==> config.mk <==
export PLATFORM = sky130hd
export DESIGN_NAME = muldiv_seq_flat
export DESIGN_NICKNAME = d
export VERILOG_FILES = /design/src/rtl/muldiv_seq_if.sv /design/src/rtl/muldiv_seq.sv /design/src/flat_wrapper.sv
export SDC_FILE = /design/constraint.sdc
export NUM_CORES = 1
export LEC_CHECK = 0
export ABC_CLOCK_PERIOD_IN_PS = 6500
export BUFFER_PORTS_ARGS = -buffer_cell sky130_fd_sc_hd__buf_4
export CAP_MARGIN = 15
export CORE_MARGIN = 2
export CORE_UTILIZATION = 55
export DETAILED_ROUTE_END_ITERATION = 10
export HOLD_SLACK_MARGIN = 0.05
export PLACE_DENSITY = 0.74
export SYNTH_ARGS = -nofsm -noshare
export SYNTH_HDL_FRONTEND = slang
export SYNTH_SLANG_ARGS = --single-unit
==> constraint.sdc <==
create_clock -name clk -period 6.5 [get_ports clk]
set_clock_uncertainty 0.05 [all_clocks]
set_input_delay 0.325 -clock clk [delete_from_list [all_inputs] [get_ports clk]]
set_output_delay 0.325 -clock clk [all_outputs]
set_load 0.05 [all_outputs]
==> src/rtl/muldiv_seq_if.sv <==
// Handshake/result bundle between the EX-stage issue logic and the mul/div sequencer.
// Ports: start/op/rs/rt/cancel flow master->slave; busy/done/div_by_zero/hi/lo flow slave->master.
// master = issuing side (pipeline or bench), slave = muldiv_seq.
interface muldiv_seq_if #(
  parameter int WIDTH = 32
);
  logic             start;
  logic [1:0]       op;
  logic [WIDTH-1:0] rs;
  logic [WIDTH-1:0] rt;
  logic             cancel;
  logic             busy;
  logic             done;
  logic             div_by_zero;
  logic [WIDTH-1:0] hi;
  logic [WIDTH-1:0] lo;

  modport master (
    output start, op, rs, rt, cancel,
    input  busy, done, div_by_zero, hi, lo
  );

  modport slave (
    input  start, op, rs, rt, cancel,
    output busy, done, div_by_zero, hi, lo
  );
endinterface

==> src/rtl/muldiv_seq.sv <==
// Sequential MULT/MULTU/DIV/DIVU unit sharing one WIDTH-bit adder; results land in HI/LO.
// Latency: done in cycle N+WIDTH+5 after start at edge N (N+2 for divide by zero).
// Backpressure: busy high outside IDLE; start while busy is dropped, cancel aborts (except in DONE).
// Ports: clk, rst_n (async active-low); bus (slave modport): start/op/rs/rt/cancel in,
//        busy/done/div_by_zero/hi/lo out.
module muldiv_seq #(
  parameter int WIDTH = 32
) (
  input  logic         clk,
  input  logic         rst_n,
  muldiv_seq_if.slave  bus
);
  localparam int CW = $clog2(WIDTH);
  localparam logic [CW-1:0] LAST = CW'(WIDTH - 1);

  typedef enum logic [2:0] {
    S_IDLE, S_ZDIV, S_ABS_A, S_ABS_B, S_ITER, S_FIX_LO, S_FIX_HI, S_DONE
  } state_t;

  state_t state_q, state_d;

  logic [1:0]       op_q;
  logic [WIDTH-1:0] rs_q, rt_q, b_q, p_q, q_q, hi_q, lo_q;
  logic             sq_q, sr_q, k_q, dbz_q;
  logic [CW-1:0]    cnt_q;

  // Shared adder
  logic [WIDTH-1:0] add_a, add_b, add_s;
  logic             add_cin, add_c;
  assign {add_c, add_s} = {1'b0, add_a} + {1'b0, add_b} + {{WIDTH{1'b0}}, add_cin};

  // op[1] selects divide, op[0] selects signed
  logic             is_div, is_sgn, neg_a, neg_b, neg_lo, neg_hi, div_t, kill;
  logic [WIDTH-1:0] r_sh;
  assign is_div = op_q[1];
  assign is_sgn = op_q[0];
  assign neg_a  = is_sgn & rs_q[WIDTH-1];
  assign neg_b  = is_sgn & rt_q[WIDTH-1];
  assign neg_lo = is_sgn & sq_q;
  // Remainder takes the dividend's sign, product high half the product sign
  assign neg_hi = is_sgn & (is_div ? sr_q : sq_q);
  // Divide step: {t,R,Q} = {R,Q} << 1
  assign div_t  = p_q[WIDTH-1];
  assign r_sh   = {p_q[WIDTH-2:0], q_q[WIDTH-1]};
  // Cancel is honoured in every busy state except DONE, where the result already committed
  assign kill   = bus.cancel && (state_q != S_IDLE) && (state_q != S_DONE);

  always_comb begin
    add_a   = '0;
    add_b   = '0;
    add_cin = 1'b0;
    case (state_q)
      S_ABS_A:  begin add_a = ~rs_q; add_cin = 1'b1; end
      S_ABS_B:  begin add_a = ~rt_q; add_cin = 1'b1; end
      S_ITER: begin
        if (is_div) begin
          add_a = r_sh; add_b = ~b_q; add_cin = 1'b1;
        end else begin
          add_a = p_q;  add_b = b_q;
        end
      end
      S_FIX_LO: begin add_a = ~q_q; add_cin = 1'b1; end
      // Multiply high half absorbs the carry out of the low-half negate
      S_FIX_HI: begin add_a = ~p_q; add_cin = is_div ? 1'b1 : k_q; end
      default:  ;
    endcase
  end

  always_comb begin
    state_d = state_q;
    case (state_q)
      S_IDLE:   if (bus.start) state_d = (bus.op[1] && (bus.rt == '0)) ? S_ZDIV : S_ABS_A;
      S_ZDIV:   state_d = S_DONE;
      S_ABS_A:  state_d = S_ABS_B;
      S_ABS_B:  state_d = S_ITER;
      S_ITER:   if (cnt_q == LAST) state_d = S_FIX_LO;
      S_FIX_LO: state_d = S_FIX_HI;
      S_FIX_HI: state_d = S_DONE;
      S_DONE:   state_d = S_IDLE;
      default:  state_d = S_IDLE;
    endcase
    if (kill) state_d = S_IDLE;
  end

  always_ff @(posedge clk or negedge rst_n) begin
    if (!rst_n) state_q <= S_IDLE;
    else        state_q <= state_d;
  end

  // P doubles as the divide remainder R; Q holds A / multiplier / quotient.
  // hi/lo are loaded on the edge into DONE so they are valid while done is high.
  always_ff @(posedge clk or negedge rst_n) begin
    if (!rst_n) begin
      op_q  <= '0; rs_q <= '0; rt_q <= '0; b_q <= '0;
      p_q   <= '0; q_q  <= '0; hi_q <= '0; lo_q <= '0;
      sq_q  <= 1'b0; sr_q <= 1'b0; k_q <= 1'b0; dbz_q <= 1'b0;
      cnt_q <= '0;
    end else if (!kill) begin
      case (state_q)
        S_IDLE: if (bus.start) begin
          op_q  <= bus.op;
          rs_q  <= bus.rs;
          rt_q  <= bus.rt;
          dbz_q <= 1'b0;
        end
        S_ZDIV: begin
          hi_q  <= rs_q;
          lo_q  <= '1;
          dbz_q <= 1'b1;
        end
        S_ABS_A: begin
          q_q <= neg_a ? add_s : rs_q;
          p_q <= '0;
        end
        S_ABS_B: begin
          b_q   <= neg_b ? add_s : rt_q;
          sq_q  <= rs_q[WIDTH-1] ^ rt_q[WIDTH-1];
          sr_q  <= rs_q[WIDTH-1];
          cnt_q <= '0;
        end
        S_ITER: begin
          cnt_q <= cnt_q + CW'(1);
          if (is_div) begin
            if (add_c | div_t) begin
              p_q <= add_s;
              q_q <= {q_q[WIDTH-2:0], 1'b1};
            end else begin
              p_q <= r_sh;
              q_q <= {q_q[WIDTH-2:0], 1'b0};
            end
          end else if (q_q[0]) begin
            p_q <= {add_c, add_s[WIDTH-1:1]};
            q_q <= {add_s[0], q_q[WIDTH-1:1]};
          end else begin
            p_q <= {1'b0, p_q[WIDTH-1:1]};
            q_q <= {p_q[0], q_q[WIDTH-1:1]};
          end
        end
        S_FIX_LO: if (neg_lo) begin
          q_q <= add_s;
          k_q <= add_c;
        end
        S_FIX_HI: begin
          p_q  <= neg_hi ? add_s : p_q;
          hi_q <= neg_hi ? add_s : p_q;
          lo_q <= q_q;
        end
        default: ;
      endcase
    end
  end

  assign bus.busy        = (state_q != S_IDLE);
  assign bus.done        = (state_q == S_DONE);
  assign bus.div_by_zero = dbz_q;
  assign bus.hi          = hi_q;
  assign bus.lo          = lo_q;
endmodule

==> src/flat_wrapper.sv <==
// flat-port wrapper written by rule: the top's interface ports become plain ports
module muldiv_seq_flat 
#(
  parameter int WIDTH = 32
)
  (clk, rst_n, bus_start, bus_op, bus_rs, bus_rt, bus_cancel, bus_busy, bus_done, bus_div_by_zero, bus_hi, bus_lo);
  muldiv_seq_if #(.WIDTH(WIDTH)) bus_i ();
  input  logic clk;
  input  logic rst_n;
  input wire logic [$bits(bus_i.start)-1:0] bus_start;
  input wire logic [$bits(bus_i.op)-1:0] bus_op;
  input wire logic [$bits(bus_i.rs)-1:0] bus_rs;
  input wire logic [$bits(bus_i.rt)-1:0] bus_rt;
  input wire logic [$bits(bus_i.cancel)-1:0] bus_cancel;
  output wire logic [$bits(bus_i.busy)-1:0] bus_busy;
  output wire logic [$bits(bus_i.done)-1:0] bus_done;
  output wire logic [$bits(bus_i.div_by_zero)-1:0] bus_div_by_zero;
  output wire logic [$bits(bus_i.hi)-1:0] bus_hi;
  output wire logic [$bits(bus_i.lo)-1:0] bus_lo;
  assign bus_i.start = bus_start;
  assign bus_i.op = bus_op;
  assign bus_i.rs = bus_rs;
  assign bus_i.rt = bus_rt;
  assign bus_i.cancel = bus_cancel;
  assign bus_busy = bus_i.busy;
  assign bus_done = bus_i.done;
  assign bus_div_by_zero = bus_i.div_by_zero;
  assign bus_hi = bus_i.hi;
  assign bus_lo = bus_i.lo;
  muldiv_seq #(.WIDTH(WIDTH)) u_core (.clk(clk), .rst_n(rst_n), .bus(bus_i));
endmodule
==> results of run 1 <==
## flip-flops by register name, summed over array words and instances, names as in the netlist
signal,count
u_core.b_q,32
u_core.bus.div_by_zero,1
u_core.bus.hi,32
u_core.bus.lo,32
u_core.cnt_q,5
u_core.k_q,1
u_core.op_q,2
u_core.p_q,32
u_core.q_q,32
u_core.rs_q,32
u_core.rt_q,32
u_core.sq_q,1
u_core.sr_q,1
u_core.state_q,3
## layout by cell type, fill, tap and decap left out, types with 7 or more instances in the layout
master / count
a211oi_1: 19
a21o_1: 12
a21oi_1: 99
a221o_1: 44
a221oi_1: 9
a222oi_1: 18
a22oi_1: 9
a31oi_1: 18
and2_1: 13
and3_1: 8
buf_4: 170
clkbuf_16: 27
dfrtp_1: 235
dlygate4sd3_1: 67
ha_1: 37
inv_1: 18
mux2_2: 131
mux2i_1: 112
nand2_1: 173
nand3_1: 17
nand4_1: 8
nor2_1: 123
nor2b_1: 16
nor3_1: 9
nor4_1: 9
o21a_1: 7
o21ai_0: 138
o21ai_1: 9
o22a_1: 37
o22ai_1: 38
xnor2_1: 50
xor2_1: 15
## cell type report
class / instances / area (um^2)
multi-input combinational: 1282 / 9110
fill: 2208 / 9270
clock buffer: 33 / 748
timing repair buffer: 239 / 1980
clock inverter: 17 / 241
inverter: 18 / 67.6
sequential: 238 / 5960
tap: 378 / 473
## per-layer routing
metal / up-vias / share of wire [%] / wire length, um
met2: 918 / 42 / 23600
met4: 0 / 2.9 / 1610
met3: 131 / 12 / 6690
met5: - / 0 / 0
met1: 7236 / 43 / 24000
li1: 6465 / - / -
## worst min-delay path, stage by stage
cell,delay [ps]
buf_4,110
nor2_1,40
nor2_1,80
o22a_1,130
## how the worst max path moves through the flow
stage	from	endpoint	slack [ps]
after global routing	u_core.state_q[0]$_DFFE_PN0P_	u_core.b_q[22]$_DFFE_PN0P_	990
after detailed placement	u_core.state_q[2]$_DFFE_PN0P_	u_core.p_q[14]$_DFFE_PN0P_	1390
after floorplan	u_core.op_q[1]$_DFFE_PN0P_	u_core.p_q[17]$_DFFE_PN0P_	2100
after global placement	u_core.op_q[1]$_DFFE_PN0P_	u_core.p_q[11]$_DFFE_PN0P_	1450
after CTS	u_core.state_q[2]$_DFFE_PN0P_	u_core.p_q[14]$_DFFE_PN0P_	1370
final	u_core.state_q[2]$_DFFE_PN0P_	u_core.p_q[14]$_DFFE_PN0P_	1250
## metrics by stage
stage / power, W / hold WS [ps]
5_1_grt: 0.0114 / 183
3_3_place_gp: 0.00880 / 379
6_report: 0.0109 / 133
2_1_floorplan: 0.00695 / -20.6
3_5_place_dp: 0.00890 / 385
4_1_cts: 0.0107 / 106
## kinds of logic (layout without fill, tap and decap cells)
group	after synthesis	count (layout)	share of synthesized area, %
DFF	238	238	38.1
buffers and inverters	147	307	3.77
muxes	243	243	16.6
and+or+nand+nor	414	414	11.9
xor gates and xnor gates	65	65	3.64
adders and majority gates	39	39	3.22
AOI/OAI and AO/OA	521	521	22.8
## power by group through the flow
stage / sequential, W / combinational [W] / clock (W)
after floorplan: 0.00323 / 0.00372 / 0
after global placement: 0.00302 / 0.00579 / 0
after detailed placement: 0.00301 / 0.00588 / 0
after CTS: 0.00300 / 0.00594 / 0.00172
after global routing: 0.00312 / 0.00647 / 0.00178
final: 0.00307 / 0.00608 / 0.00171
==> flow_metrics.py, run 1 <==
metrics = {
    "yosys": {
        "synthCells": 1667,
        "ys_async_sr_fraction_pct": 100,
        "synth_cell_types": 83,
        "synth_largest_area_cell": "dfrtp_1",
        "syn_area_per_cell_um2": 9.37,
        "synth_area_um2": 15600,
        "synthTopCellsByCount": "dfrtp_1 (238), nand2_1 (176), o21ai_0 (138)",
        "ys_ff_latch": 238,
        "synth_top_area_share_pct": 38.1,
        "ys.flop_type": "dfrtp_1",
        "ys_top_cells_by_area": "dfrtp_1 (38%), mux2_2 (9.4%), mux2i_1 (7.2%)",
        "synth.most_common_cell": "dfrtp_1",
        "synth_edf_count": 0,
        "ys_seq_area_share_pct": 38.1,
        "yosysWarningCount": 0,
        "syn_nets": 1776,
    },
    "pwr": {
        "p_comb_share_pct": 56.0,
        "seqPwrFrac_pct": 28.3,
        "leakagePower_nw": 8.01,
        "pwr-share-clk_pct": 15.7,
        "power_density_nw_per_um2": 584,
        "internal_power_w": 0.00545,
        "power_switching_w": 0.00541,
        "p_sw_share_pct": 49.8,
        "ir_worst_vdd_v": 0.000387,
    },
    "sta": {
        "tightest_slew_ps": 1220,
        "finalCriticalPeriod_ps": 5250,
        "slew_headroom_pct": 18.1,
        "finalCritPeriodShare_pct": 80.7,
        "fmax_mhz": 191,
        "finalWorstSetupSlack_ps": 1250,
        "finalHoldViolCount": 0,
        "rsz0062_at_grt": "no",
        "finalSetupViolCount": 0,
        "fin_tns_setup_ps": 0,
        "drv_slew": 0,
    },
    "clock_network": {
        "cts_buffers": 27,
        "clkLatencyLatePin_ps": 570,
        "holdBufCountCts": 67,
        "cts.sinks": 238,
        "cts_buffer_depth": 3,
        "clk_pin_slew_ps": 70,
        "cts_tree": "done",
        "post_cts_buffers": 0,
        "h-tree-depth": 1,
        "cts_resized": 0,
        "cts-root-buf": "clkbuf_16",
    },
    "cells_and_area": {
        "fin_nets": 1915,
        "antenna_cells": 0,
        "areaGrowthSynthToFinish_pct": 19.0,
        "layout-drive-gt1-share_pct": 21.3,
        "finish.utilization_pct": 66.7,
        "fin_cells": 2205,
        "fin_area_um2": 18600,
    },
    "setup_path": {
        "r2r-start": "u_core.state_q[2]$_DFFE_PN0P_",
        "critPathLaunchType": "flop",
        "cp_num_buf_inv": 2,
        "cp_data_arrival_time_ps": 5630,
        "reg2regPathDepth": 15,
        "critPathCaptureType": "flop",
        "slowest_stage": "dfrtp_2",
        "path_delay_family": "compound AO/OA/AOI/OAI gates",
        "critPathKind": "flop to flop",
        "rrSetupSlack_ps": 1250,
        "worstPathRequired_ps": 6890,
        "cpPeakStageDelay_ps": 730,
        "path_max_fanout": 25,
        "path_cells": "nand2b_1 > buf_4 > o22ai_1 > a221o_1 > ha_1 > a21oi_1 > o21ai_0 > a31o_2 > nor2_2 > o221ai_4 > nor2_4 > buf_4 > mux2_2 > a21oi_1 > o221ai_1",
        "cp.depth": 15,
        "r2r-end": "u_core.p_q[14]$_DFFE_PN0P_",
    },
    "global_routing": {
        "grt_pass1_vias": 14410,
        "grt_antenna_before_repair": 0,
        "grt_overflow": 0,
        "grt_pass1_wl_mm": 87.2,
        "met1_usage_pct": 55.1,
        "grt_max_degree": 102,
        "top_usage_layer": "met1",
        "grt_use_met3_pct": 8.93,
        "track_usage_pct": 37.1,
        "met2_usage_pct": 53.6,
    },
    "status": {
        "outcome": "finished clean",
    },
    "place": {
        "pre_cts_ws_ps": 1390,
        "placedCellCount": 2087,
        "gp_congestion": 1.01,
        "dpl-instance-area_um2": 16900,
        "portBuffers": 136,
        "dpl.hpwl_mm": 38.6,
    },
    "hold_path": {
        "min_from": "bus_start",
        "hold_path_class": "input pin to flop",
        "whs_endpoint": "u_core.bus.div_by_zero$_DFFE_PN0P_",
        "min_path_cells": 4,
    },
    "floorplan": {
        "die_w_um": 173,
        "die_h_um": 173,
        "fp.dieArea_um2": 29800,
        "io_pins": 137,
        "initial_core_util_pct": 56.1,
        "core-area_um2": 27900,
        "rows": 61,
    },
    "routing": {
        "vias": 14750,
        "drtPass1Iterations": 10,
        "drt_wl_total_mm": 55.9,
        "drc": 0,
        "avgViaCountPerCell": 6.69,
        "ant_nets": 0,
        "drt_first_iter_violations": 1944,
        "wl_per_cell_um": 25.3,
    },
    "job": {
        "drv_cap": 0,
    },
}
No activity file was read; power rests on OpenSTA's default activity.
==> run 2, diff against run 1 <==
- ABC_CLOCK_PERIOD_IN_PS: 6500 -> 5360
- clock period: 6.5 -> 5.36 ns (I/O delays scaled with it)
==> flow_metrics.py, run 2 (synthesis gave the netlist of run 1 again) <==
metrics = {
    "clock_network": {
        "clkLatencyLatePin_ps": 560,
        "h-tree-depth": 1,
        "cts_buffer_depth": 3,
        "post_cts_buffers": 0,
        "holdBufCountCts": 69,
        "cts.sinks": 238,
        "cts-root-buf": "clkbuf_16",
        "cts_buffers": 27,
        "clk_pin_slew_ps": 60,
        "cts_resized": 0,
        "cts_tree": "done",
    },
    "sta": {
        "rsz0062_at_grt": "no",
        "tightest_slew_ps": 1260,
        "drv_slew": 0,
        "finalWorstSetupSlack_ps": 696,
        "finalHoldViolCount": 0,
        "finalCriticalPeriod_ps": 4660,
        "finalCritPeriodShare_pct": 87.0,
        "fin_tns_setup_ps": 0,
        "finalSetupViolCount": 0,
        "slew_headroom_pct": 15.7,
        "fmax_mhz": 214,
    },
    "cells_and_area": {
        "layout_commonest_cell": "dfrtp_1",
        "antenna_cells": 0,
        "layout-drive-gt1-share_pct": 21.3,
        "finish.utilization_pct": 66.5,
        "final_cell_mix": "dfrtp_1 (235), buf_4 (184), nand2_1 (173)",
        "areaGrowthSynthToFinish_pct": 18.6,
        "fin_nets": 1933,
    },
    "floorplan": {
        "fp.dieArea_um2": 29800,
        "rows": 61,
        "io_pins": 137,
        "die_h_um": 173,
        "die_w_um": 173,
        "core-area_um2": 27900,
        "initial_core_util_pct": 56.1,
    },
    "setup_path": {
        "crit_top_cell": "ha_1",
        "worstPathRequired_ps": 5710,
        "critPathKind": "flop to flop",
        "slowest_stage": "ha_1",
        "path_cells": "inv_1 > ha_1 > and2_2 > buf_4 > a221o_1 > ha_1 > and2_1 > nand3_1 > a311o_2 > nand2_2 > a21boi_2 > xnor2_1 > mux2_2 > a222oi_1 > o31ai_1",
        "critPathCaptureType": "flop",
        "critPathLaunchType": "flop",
        "path_delay_family": "compound AO/OA/AOI/OAI gates",
        "cp_data_arrival_time_ps": 5020,
        "path_max_fanout": 39,
        "cpPeakStageDelay_ps": 460,
        "cp_num_buf_inv": 2,
    },
    "global_routing": {
        "grt_pass1_wl_mm": 86.0,
        "track_usage_pct": 36.7,
        "grt_max_degree": 134,
        "grt_pass1_vias": 14515,
        "grt_antenna_before_repair": 0,
        "grt_overflow": 0,
    },
    "place": {
        "gp_congestion": 0.979,
        "dpl.hpwl_mm": 37.8,
        "pre_cts_ws_ps": 805,
        "portBuffers": 136,
    },
    "routing": {
        "drt_wl_total_mm": 55.4,
        "drc": 0,
        "wl_per_cell_um": 25.0,
        "ant_nets": 0,
        "drtPass1Iterations": 8,
        "drt_first_iter_violations": 1910,
        "vias": 14689,
        "avgViaCountPerCell": 6.63,
    },
    "hold_path": {
        "hold_path_class": "input pin to async pin",
    },
    "pwr": {
        "ir_worst_vdd_v": 0.000471,
        "leakagePower_nw": 8.00,
        "power_density_nw_per_um2": 689,
    },
    "job": {
        "drv_cap": 0,
    },
    "status": {
        "outcome": "finished clean",
    },
}
==> run 2: worst paths after layout <==
kind,from,end,slack [ps],cells past startpoint
setup / recovery,u_core.state_q[0]$_DFFE_PN0P_,u_core.p_q[23]$_DFFE_PN0P_,700,15
hold / removal,rst_n,u_core.b_q[26]$_DFFE_PN0P_,310,2
setup reg to reg,u_core.state_q[0]$_DFFE_PN0P_,u_core.p_q[23]$_DFFE_PN0P_,700,15
hold reg to reg,u_core.bus.hi[5]$_DFFE_PN0P_,u_core.bus.hi[5]$_DFFE_PN0P_,430,2
max in group asynchronous,rst_n,u_core.b_q[13]$_DFFE_PN0P_,3660,3
min in group clk,u_core.bus.hi[5]$_DFFE_PN0P_,u_core.bus.hi[5]$_DFFE_PN0P_,430,2
==> run 2: through the flow <==
stage	instance area (um^2)	hold slack, ps	std cells	total power, W
2_1_floorplan	15600	-77.6	1667	0.00843
3_3_place_gp	17100	326	2104	0.0106
3_5_place_dp	17100	320	2104	0.0108
4_1_cts	18500	347	2215	0.0125
5_1_grt	18500	388	2215	0.0134
6_report	18500	308	2215	0.0128
==> run 2: layout make-up <==
cell class	count	area, um^2
clock buffers	36	729
inverters	18	67.6
fillers	2224	9330
well taps	378	473
multi-input cells	1282	9110
flip-flops and latches	238	5960
repair buffers	257	2150
clock inverters	6	33.8
==> run 2: routing by layer <==
layer	up-vias	global-route usage (%)	part of all wire, %
li1	6486	-	-
met1	7194	51.7	42
met2	863	52.8	42
met3	144	11.2	12
met4	2	13.4	3.7
met5	-	2.24	0.17
==> run 2: power by group <==
part	leakage [nW]	switching [W]	internal (W)
clock network	0.379	0.000756	0.000941
logic	4.78	0.00455	0.00282
registers	2.84	0.00111	0.00259
total	8.00	0.00641	0.00635
==> run 3, diff against run 2 <==
- CORE_UTILIZATION: 55 -> 35
- PLACE_DENSITY: 0.74 -> unset
==> flow_metrics.py, run 3 (synthesis gave the netlist of run 1 again) <==
metrics = {
    "status": {
        "outcome": "finished clean",
    },
    "pwr": {
        "internal_power_w": 0.00671,
        "power_switching_w": 0.00638,
        "pwr-share-clk_pct": 16.2,
        "seqPwrFrac_pct": 27.8,
        "leakagePower_nw": 8.12,
        "p_sw_share_pct": 48.8,
        "p_comb_share_pct": 56.1,
        "power_density_nw_per_um2": 687,
        "ir_worst_vdd_v": 0.000409,
    },
    "clock_network": {
        "clkLatencyLatePin_ps": 570,
        "post_cts_buffers": 0,
        "cts_buffers": 28,
        "cts-root-buf": "clkbuf_16",
        "cts.sinks": 238,
        "cts_resized": 0,
        "cts_buffer_depth": 3,
        "h-tree-depth": 1,
        "cts_tree": "done",
        "clk_pin_slew_ps": 60,
    },
    "setup_path": {
        "slowest_stage": "fa_1",
        "worstPathRequired_ps": 5760,
        "critPathLaunchType": "flop",
        "path_max_fanout": 24,
        "cp_data_arrival_time_ps": 5130,
        "cpPeakStageDelay_ps": 460,
        "critPathKind": "flop to flop",
        "critPathCaptureType": "flop",
        "path_cells": "inv_1 > ha_1 > and2_2 > o21ai_0 > o21ai_0 > fa_1 > inv_1 > fa_1 > nor2b_2 > o2111ai_2 > a21oi_2 > nor2_2 > o221ai_4 > nor2_4 > buf_12 > mux2i_1 > a21oi_1 > a221o_1",
    },
    "sta": {
        "fin_tns_setup_ps": 0,
        "finalCritPeriodShare_pct": 88.4,
        "rsz0062_at_grt": "no",
        "finalSetupViolCount": 0,
        "drv_slew": 0,
        "finalCriticalPeriod_ps": 4740,
        "tightest_slew_ps": 1270,
        "fmax_mhz": 211,
        "slew_headroom_pct": 15.2,
        "finalHoldViolCount": 0,
    },
    "place": {
        "gp_congestion": 0.909,
        "portBuffers": 136,
        "dpl.hpwl_mm": 38.9,
    },
    "global_routing": {
        "grt_pass1_wl_mm": 87.5,
        "grt_overflow": 0,
        "grt_pass1_vias": 14359,
        "grt_max_degree": 165,
        "track_usage_pct": 24.0,
        "grt_antenna_before_repair": 0,
    },
    "cells_and_area": {
        "antenna_cells": 0,
        "final_cell_mix": "dfrtp_1 (235), buf_4 (180), nand2_1 (173)",
        "num-fill-cells": 4333,
        "areaGrowthSynthToFinish_pct": 22.0,
        "fin_nets": 1931,
        "finish.utilization_pct": 43.2,
        "layout_commonest_cell": "dfrtp_1",
        "layout-drive-gt1-share_pct": 21.9,
    },
    "floorplan": {
        "core-area_um2": 44100,
        "fp.dieArea_um2": 46300,
        "die_w_um": 215,
        "io_pins": 137,
        "initial_core_util_pct": 35.4,
        "die_h_um": 215,
        "rows": 77,
    },
    "routing": {
        "ant_nets": 0,
        "drt_first_iter_violations": 1564,
        "wl_per_cell_um": 23.1,
        "drtPass1Iterations": 9,
        "drc": 0,
        "vias": 14238,
        "avgViaCountPerCell": 5.84,
        "drt_wl_total_mm": 56.3,
    },
    "hold_path": {
        "hold_path_class": "input pin to flop",
    },
    "job": {
        "drv_cap": 0,
    },
}
## run 3: area by class of cell
class / count / area [um^2] / area share, %
Clock buffer: 39 / 843 / 4.43
Clock inverter: 13 / 181 / 0.952
Inverter: 18 / 67.6 / 0.355
Multi-Input combinational cell: 1282 / 9110 / 47.8
Sequential cell: 238 / 5960 / 31.3
Tap cell: 592 / 741 / 3.89
Timing Repair Buffer: 254 / 2150 / 11.3
## run 3: worst paths after layout
check | startpoint | end | slack (ps) | cells after the start
worst min-delay path | bus_cancel | u_core.cnt_q[2]$_DFFE_PN0P_ | 120 | 4
max in group asynchronous | rst_n | u_core.q_q[0]$_DFFE_PN0P_ | 3510 | 3
min in group asynchronous | rst_n | u_core.rs_q[22]$_DFFE_PN0P_ | 180 | 2
worst max register to register | u_core.state_q[0]$_DFFE_PN0P_ | u_core.p_q[6]$_DFFE_PN0P_ | 620 | 18
worst max-delay path | u_core.state_q[0]$_DFFE_PN0P_ | u_core.p_q[6]$_DFFE_PN0P_ | 620 | 18
worst min register to register | u_core.bus.hi[6]$_DFFE_PN0P_ | u_core.bus.hi[6]$_DFFE_PN0P_ | 440 | 2
## run 3: repair_timing
item                                    4_1_cts  5_1_grt
hold endpoints to repair                    141        0
endpoints found under the setup margin        0        0
hold buffers                                 68        0
## run 3: metrics by stage
stage                     worst slack, ps  hold slack [ps]  instances  power (W)  area [um^2]
final                                 624              122       2436     0.0131        19100
after global routing                  340              136       2436     0.0139        19100
after CTS                             680              108       2436     0.0130        19100
after detailed placement              715              225       2316     0.0108        17300
after global placement                733              218       2316     0.0107        17300
after floorplan                       959            -77.6       1667    0.00843        15600
## run 3: power groups by stage
stage | Combinational [W] | Clock [W] | Sequential (W)
final | 0.00734 | 0.00212 | 0.00364
after CTS | 0.00728 | 0.00215 | 0.00359
after detailed placement | 0.00719 | 0 | 0.00361
after floorplan | 0.00452 | 0 | 0.00392
after global placement | 0.00712 | 0 | 0.00361
after global routing | 0.00792 | 0.00223 | 0.00371
## run 3: metal layers
layer / global-route usage, % / share of wire (%) / up-vias
met5: 0 / 0 / -
met4: 8.57 / 3.3 / 0
met3: 3.77 / 8.1 / 107
met2: 36.2 / 43 / 591
met1: 34.7 / 45 / 7040
li1: - / - / 6500
## run 3: worst max-delay path, delay by kind of cell (launching register included)
family                   cells  cell delay (ps)
AO/OA/AOI/OAI                7             1370
buffers and inverters        3              440
adder cells (fa/ha/maj)      3              990
multiplexers                 1              230
flip-flops                   1              440
AND/OR/NAND/NOR              4             1080
